$ cat src/rtl/utmi_rx_framer_pkg.sv
// Shared constants for the UTMI receive framer: error codes, length limit and
// one-hot receive state encodings.
package utmi_rx_framer_pkg;

  localparam int unsigned MAX_PACKET_LEN_DEF = 1027;

  localparam logic [1:0] RXERR_NONE     = 2'b00;
  localparam logic [1:0] RXERR_PHY      = 2'b01;
  localparam logic [1:0] RXERR_BABBLE   = 2'b10;
  localparam logic [1:0] RXERR_OVERFLOW = 2'b11;

  localparam logic [3:0] ST_IDLE    = 4'b0001;
  localparam logic [3:0] ST_RECV    = 4'b0010;
  localparam logic [3:0] ST_LAST    = 4'b0100;
  localparam logic [3:0] ST_DISCARD = 4'b1000;

endpackage

$ cat src/rtl/utmi_rx_framer.sv
// UTMI receive byte stream to AXI4-Stream framer: one hold byte delays output
// so TLAST can be attached when RxActive drops; errors truncate the packet.
module utmi_rx_framer
  import utmi_rx_framer_pkg::*;
#(
  parameter int unsigned MAX_PACKET_LEN = MAX_PACKET_LEN_DEF,
  parameter int unsigned LEN_WIDTH      = 11
) (
  input  logic       clock,
  input  logic       reset,
  input  logic       utmi_rxactive_i,
  input  logic       utmi_rxvalid_i,
  input  logic       utmi_rxerror_i,
  input  logic [7:0] utmi_data_i,
  output logic       m_tvalid_o,
  input  logic       m_tready_i,
  output logic       m_tlast_o,
  output logic [7:0] m_tdata_o,
  output logic       rx_busy_o,
  output logic       rx_err_o,
  output logic [1:0] rx_err_type_o
);

  localparam logic [LEN_WIDTH-1:0] MAX_LEN = LEN_WIDTH'(MAX_PACKET_LEN);

  logic [3:0]           state_q, state_d;
  logic [7:0]           hold_q, hold_d;
  logic                 hold_vld_q, hold_vld_d;
  logic [LEN_WIDTH-1:0] len_q, len_d;
  logic                 tvalid_q, tvalid_d;
  logic                 tlast_q, tlast_d;
  logic [7:0]           tdata_q, tdata_d;
  logic                 err_q, err_d;
  logic [1:0]           err_type_q, err_type_d;

  logic                 out_free;
  logic                 in_pkt;
  logic                 eff_hold_vld;
  logic [LEN_WIDTH-1:0] eff_len;
  logic                 term;

  assign out_free     = !tvalid_q || m_tready_i;
  // IDLE with RxActive high is treated as the first RECV cycle so a byte
  // arriving together with the envelope start is not lost.
  assign in_pkt       = (state_q == ST_RECV) || (state_q == ST_IDLE && utmi_rxactive_i);
  assign eff_hold_vld = (state_q == ST_RECV) && hold_vld_q;
  assign eff_len      = (state_q == ST_RECV) ? len_q : '0;

  // NOTE: every signal written here gets a default first so no latch is inferred.
  always_comb begin
    state_d    = state_q;
    hold_d     = hold_q;
    hold_vld_d = hold_vld_q;
    len_d      = len_q;
    tvalid_d   = tvalid_q && !m_tready_i;
    tlast_d    = tlast_q;
    tdata_d    = tdata_q;
    err_d      = 1'b0;
    err_type_d = err_type_q;
    term       = 1'b0;

    case (state_q)
      ST_IDLE, ST_RECV: begin
        if (in_pkt) begin
          state_d    = ST_RECV;
          hold_vld_d = eff_hold_vld;
          len_d      = eff_len;
          if (utmi_rxerror_i) begin
            err_d      = 1'b1;
            err_type_d = RXERR_PHY;
            term       = 1'b1;
          end else if (utmi_rxvalid_i && eff_len == MAX_LEN) begin
            err_d      = 1'b1;
            err_type_d = RXERR_BABBLE;
            term       = 1'b1;
          end else if (utmi_rxvalid_i && eff_hold_vld && !out_free) begin
            // Keep the beat already presented; it becomes the packet's last.
            err_d      = 1'b1;
            err_type_d = RXERR_OVERFLOW;
            tlast_d    = 1'b1;
            hold_vld_d = 1'b0;
            state_d    = ST_DISCARD;
          end else if (utmi_rxvalid_i) begin
            len_d = eff_len + 1'b1;
            if (eff_hold_vld) begin
              tvalid_d = 1'b1;
              tdata_d  = hold_q;
              tlast_d  = 1'b0;
            end
            hold_d     = utmi_data_i;
            hold_vld_d = 1'b1;
            if (!utmi_rxactive_i) state_d = ST_LAST;
          end else if (!utmi_rxactive_i) begin
            state_d = eff_hold_vld ? ST_LAST : ST_IDLE;
          end
        end
      end
      ST_LAST: begin
        if (out_free) begin
          tvalid_d   = 1'b1;
          tdata_d    = hold_q;
          tlast_d    = 1'b1;
          hold_vld_d = 1'b0;
          state_d    = ST_IDLE;
        end
      end
      ST_DISCARD: begin
        hold_vld_d = 1'b0;
        if (!utmi_rxactive_i) state_d = ST_IDLE;
      end
      default: state_d = ST_IDLE;
    endcase

    // Truncation: flush the held byte as the last beat, or mark the beat
    // still stuck in the output slot as last if the slot cannot take it.
    if (term) begin
      hold_vld_d = 1'b0;
      state_d    = ST_DISCARD;
      if (eff_hold_vld) begin
        if (out_free) begin
          tvalid_d = 1'b1;
          tdata_d  = hold_q;
          tlast_d  = 1'b1;
        end else begin
          tlast_d = 1'b1;
        end
      end
    end
  end

  // NOTE: sequential state uses non-blocking assignments only.
  always_ff @(posedge clock or posedge reset) begin
    if (reset) begin
      state_q    <= ST_IDLE;
      hold_q     <= '0;
      hold_vld_q <= 1'b0;
      len_q      <= '0;
      tvalid_q   <= 1'b0;
      tlast_q    <= 1'b0;
      tdata_q    <= '0;
      err_q      <= 1'b0;
      err_type_q <= RXERR_NONE;
    end else begin
      state_q    <= state_d;
      hold_q     <= hold_d;
      hold_vld_q <= hold_vld_d;
      len_q      <= len_d;
      tvalid_q   <= tvalid_d;
      tlast_q    <= tlast_d;
      tdata_q    <= tdata_d;
      err_q      <= err_d;
      err_type_q <= err_type_d;
    end
  end

  assign m_tvalid_o    = tvalid_q;
  assign m_tlast_o     = tlast_q;
  assign m_tdata_o     = tdata_q;
  assign rx_busy_o     = (state_q != ST_IDLE);
  assign rx_err_o      = err_q;
  assign rx_err_type_o = err_type_q;

endmodule

$ cat config.mk
export PLATFORM = sky130hd
export DESIGN_NAME = utmi_rx_framer
export DESIGN_NICKNAME = d
export VERILOG_FILES = /design/src/rtl/utmi_rx_framer_pkg.sv /design/src/rtl/utmi_rx_framer.sv
export SDC_FILE = /design/constraint.sdc
export NUM_CORES = 1
export LEC_CHECK = 0
export ABC_AREA = 1
export CORE_ASPECT_RATIO = 1.4
export CORE_MARGIN = 5
export CORE_UTILIZATION = 40
export CTS_CLUSTER_DIAMETER = 50
export DETAILED_ROUTE_END_ITERATION = 10
export SKIP_CTS_REPAIR_TIMING = 1
export SLEW_MARGIN = 40
export SYNTH_ARGS = -nofsm -noshare
export SYNTH_HDL_FRONTEND = slang
export SYNTH_SLANG_ARGS = --single-unit
$ cat constraint.sdc
create_clock -name clock -period 2.95 [get_ports clock]
set_clock_uncertainty 0.15 [all_clocks]
set_input_delay 0.295 -clock clock [delete_from_list [all_inputs] [get_ports clock]]
set_output_delay 0.295 -clock clock [all_outputs]
set_load 0.005 [all_outputs]
## After elaboration in Yosys (flattened, before gate mapping)

Cells that the tools add are included.

- Logic and storage cells: 110
- Output and inout port bits: 14
- Register bits after elaboration: 37

- Mux-type cells: 69
- Equal/unequal tests: 9
- Bitwise logic cells: 3
- Reduce and logical (&&, ||, !) cells: 19
- $add $sub $neg: 1

Operators by type and width:

| kind | number |
|---|---|
| $mux W8 | 10 |
| $mux W11 | 5 |
| $mux W1 | 35 |
| $mux W4 | 8 |
| $pmux W8 S2 | 1 |
| $pmux W4 S3 | 1 |
| $add A11 B1 Y11 const B | 1 |
| $eq A11 B11 Y1 const B | 1 |
| $mux W3 | 3 |
| $ne A3 B3 Y1 const B | 3 |
| $reduce_and A3 Y1 | 3 |
| $logic_and A1 B1 Y1 | 6 |
| $mux W2 | 3 |
| $reduce_and A6 Y1 | 1 |
| $eq A4 B1 Y1 const B | 1 |
| $eq A4 B2 Y1 const B | 1 |
| $eq A4 B3 Y1 const B | 1 |
| $eq A4 B4 Y1 const B | 1 |
| $ne A4 B1 Y1 const B | 1 |
| $pmux W1 S2 | 2 |
| $reduce_bool A4 Y1 | 1 |
| $logic_not A1 Y1 | 3 |
| $not A1 Y1 | 3 |
| $pmux W1 S3 | 1 |
| other kinds (4) | 5 |

## Depth between registers and ports, before layout

- Depth after elaboration: 12
- Gate-level depth with buffers: 16

## Worst setup path after synthesis

No wires, ideal clock.

- Path type: register to register
- Start: register state_q[3]
- End: register hold_vld_q
- Library setup time: 0.116 ns
- Path buffers: 0
- Path slack: 0.841 ns
- Stages on the path, launching flop included: 15
- Arrival time: 1.843 ns
- Cells stage by stage: dfrtp_1 nor2_4 nand2_2 nor2_1 ha_1 nor3b_1 nand2_1 inv_1 nand3_2 nand2_4 nand2_2 nand3_1 nand2_1 nand2_1 nand2_1

- Cells in the longest elaborated chain, start to end: 10
- Elaborated cells between the ends (all ways): 28
- Classes of those cells: eq/ne (7); mux (12); reduce/logical (9)

Ends and longest elaborated chain:

| what | RTL line | text |
|---|---|---|
| start: declaration | utmi_rx_framer.sv:26 | `logic [3:0] state_q, state_d;` |
| start signal: assignment | utmi_rx_framer.sv:144 | `state_q <= state_d;` |
| $eq A4 B2 Y1 | n/a |  |
| $mux W11 / $logic_and A1 B1 Y1 (equally long branches) | utmi_rx_framer.sv:47, utmi_rx_framer.sv:46 |  |
| $eq A11 B11 Y1 / $logic_and A1 B1 Y1 (equally long branches) | utmi_rx_framer.sv:72, utmi_rx_framer.sv:76 |  |
| $logic_and A1 B1 Y1, on equally long branches | utmi_rx_framer.sv:72, utmi_rx_framer.sv:76 |  |
| $mux W1, on equally long branches | utmi_rx_framer.sv:72, utmi_rx_framer.sv:76 |  |
| $mux W1, on equally long branches | utmi_rx_framer.sv:68, utmi_rx_framer.sv:72 |  |
| $mux W1, on equally long branches | utmi_rx_framer.sv:64, utmi_rx_framer.sv:68 |  |
| $mux W1, on equally long branches | utmi_rx_framer.sv:62, utmi_rx_framer.sv:64 |  |
| $ne A3 B3 Y1 (no line) (tied with other cells) | n/a |  |
| $reduce_and A3 Y1 (no line) / $mux W1 (equally long branches) | n/a |  |
| end signal: assignment | utmi_rx_framer.sv:146 | `hold_vld_q <= hold_vld_d;` |
| end: declaration | utmi_rx_framer.sv:28 | `logic hold_vld_q, hold_vld_d;` |

Several ways; a longest one is shown, not always the timed one. The select of a mux whose other input is x is not followed.
A chain may end at the register's enable or synchronous reset.

## Worst setup path in the final report

- Start: register state_q[0]
- End: register hold_q[0]

- Cells in the longest elaborated chain, start to end: 6
- Elaborated cells between the ends (all ways): 14
- Classes of those cells: eq/ne (3); mux (1); bitwise (2); reduce/logical (8)

Ends and longest elaborated chain:

| what | RTL line | text |
|---|---|---|
| $eq A4 B2 Y1 | n/a |  |
| $mux W11 / $logic_and A1 B1 Y1 (equally long branches) | utmi_rx_framer.sv:47, utmi_rx_framer.sv:46 |  |
| $eq A11 B11 Y1 / $logic_and A1 B1 Y1 (equally long branches) | utmi_rx_framer.sv:72, utmi_rx_framer.sv:76 |  |
| $logic_and A1 B1 Y1, on equally long branches | utmi_rx_framer.sv:72, utmi_rx_framer.sv:76 |  |
| $not A1 Y1 (no line) | n/a |  |
| $reduce_and A6 Y1 (no line) (*) | n/a |  |
| end signal: assignment | utmi_rx_framer.sv:145 | `hold_q <= hold_d;` |
| end: declaration | utmi_rx_framer.sv:27 | `logic [7:0] hold_q, hold_d;` |

Mark *: on every way between the ends. The rest lies on a longest branch, timed or not.

==> reports/results.ini <==
[logic_synthesis]
ys_top_cells_by_count=nand2_1, dfrtp_1, inv_1
synth_edf_count=0
ys_async_sr_fraction=1.00
syn_avg_cell_area_um2=7.92
ys_types=29
netlist.area_leader.share=0.448
syn_area_um2=2010
synth_flop_cell=dfrtp_1
synth_area_leader_cell=dfrtp_1
synth_area_leaders=dfrtp_1, nand2_1, inv_1
synth.most_common_cell=nand2_1
yosys_warnings=0
ys_ff_latch=37
syn_inst=254
syn_nets=269
ys_seq_area_frac=0.461

[setup_path]
critPathArrivalTime_ns=2.51
crit_buf_inv=2
max_stage_delay_ns=0.57
cp.required_ns=2.98
cp.depth=13
path_max_fanout=14
crit_path_start_kind=register
crit_chain=nor2_4, nand2_2, nor2_1, ha_1, nor3b_1, nand2_1, inv_1, nand2_4, nand2_4, nor2_4, inv_1, nand2_1, nand2_1
critPathCaptureType=register
ff2ff_path_depth=13
crit_type=register to register
slowest_stage=dfstp_2
crit_path_frequent_cell=nand2_1
cp_top_family=simple AND/OR/NAND/NOR gates

[grt]
met1_usage=0.170
grt_overflow=0
grt_max_degree=38
grt_antenna_before_repair=0
grt-busiest-layer=met2
grtUsageMet3=0.0310
grt_pass1_wl_um=7910
use_met2=0.273
grt.total_usage=0.150
grt_pass1_vias=1748

[pwr]
switching_share=0.377
power.internal_mw=1.16
power_per_cell_area_nw_per_um2=762
leakagePower_nw=1.18
total_power_mw=1.86
p_comb_frac=0.397
seqPwrFrac=0.408
power_frac_clock=0.195
power_switching_mw=0.702
max-vdd-ir-drop_mv=0.339

[place]
placed_area_um2=2360
globalplace.congestion=0.836
dp.cells=345
dp_hpwl_um=3420
post-place-ws_ns=0.449
portBuffers=27

[die]
start_util=0.412
die_w_um=69.9
io_pins=28
num_rows=30
dieArea_um2=6570
core_um2=4880
die_y_um=93.9

[sta]
drv_slew=0
worst_slack_ns=0.466
clock.fmax_mhz=403
rsz0062_at_grt=false
tightest_slew_ns=0.475
max_slew_margin=0.684
setup_viol=0
tns_ns=0
period_needed_ns=2.48
timing.final.crit_share=0.842
holdWs_ns=0.253
final-hold-violation-count=0

[clock_network]
h-tree-depth=2
clkSlewWorstSetupHoldPaths_ns=0.08
cts_tree=yes
numCtsBuffers=5
root_buffer=clkbuf_8
clk_latency_ns=0.29
cts_buffer_depth=2
clkSinkCount=37

[layout]
fin_nets=303
diodes=0
final_area_um2=2440
post-route-util=0.501
fin_cells=352
drive_above_1_share=0.111
seqCellArea_um2=927
multiInputGateArea_um2=938
n_fill_cell=514
area_growth_pct=21.5

[detailed_routing]
wl_per_cell_um=12.7
vias=1678
ant_nets=0
vias_per_cell=4.77
drcViolationCount=0
finalWirelength_um=4470
first_iter_violations=83
first_pass_iters=4

[flow_run]
cap_viol_max_count=0

[run_status]
run_status=completed

[hold_path]
hold_class=input pin to asynchronous set/reset pin

## power by group through the flow
stage | registers [mW] | clock network [mW] | logic [mW]
finish | 0.761 | 0.363 | 0.739
global route | 0.783 | 0.392 | 0.838
CTS | 0.763 | 0.374 | 0.753
detailed placement | 0.771 | 0 | 0.747
global placement | 0.771 | 0 | 0.740
floorplan | 0.750 | 0 | 0.480
## state kept, by name, indices dropped and copies added, names as in the netlist
| register | flops |
|---|---|
| rx_err_type_o | 2 |
| rx_err_o | 1 |
| state_q | 4 |
| m_tdata_o | 8 |
| m_tvalid_o | 1 |
| m_tlast_o | 1 |
| hold_q | 8 |
| len_q | 11 |
| hold_vld_q | 1 |
## path summary, 6_finish.rpt
check	slack, ns	endpoint	start
hold / removal	0.25	len_q[5]$_DFFE_PP0P_	reset
setup / recovery	0.47	hold_q[0]$_DFFE_PP0P_	state_q[0]$_DFFE_PP1P_
setup reg to reg	0.47	hold_q[0]$_DFFE_PP0P_	state_q[0]$_DFFE_PP1P_
max in group asynchronous	2.04	state_q[0]$_DFFE_PP1P_	reset
hold reg to reg	0.33	hold_q[6]$_DFFE_PP0P_	hold_q[6]$_DFFE_PP0P_
min in group clock	0.33	hold_q[6]$_DFFE_PP0P_	hold_q[6]$_DFFE_PP0P_
## tightest hold or removal path, cell delays in order
cell and delay, ns:
clkdlybuf4s50_1 0.39, inv_1 0.05, buf_4 0.39
## placed cells by master (no fill, tap or decap), types with 6 or more instances in the layout
cell	n
nor3_1	6
nand2_1	77
clkdlybuf4s50_1	27
inv_1	32
o21ai_0	7
nor2_1	25
dfrtp_1	36
nand3_1	20
xnor2_1	6
clkbuf_8	6
## metal layers
layer | share of wire | wire length (µm)
met2 | 0.51 | 2300
met3 | 0.042 | 188
met5 | 0 | 0
met1 | 0.43 | 1910
met4 | 0.017 | 74
## area by class of cell
| cell class | count | share of cell area |
|---|---|---|
| sequential | 37 | 0.379 |
| tap | 64 | 0.0328 |
| multi-input combinational | 180 | 0.384 |
| clock buffer | 7 | 0.0353 |
| timing repair buffer | 28 | 0.114 |
| inverter | 36 | 0.0553 |
## logic make-up after synthesis
kind of cell,Yosys count,synth area share
flops,37,0.461
simple gates,155,0.379
xor+xnor,10,0.0435
compound gates,14,0.0379
fa+ha+maj,1,0.00622
buf+inv,37,0.0728
Note: power is estimated with default switching activity, not from simulation.
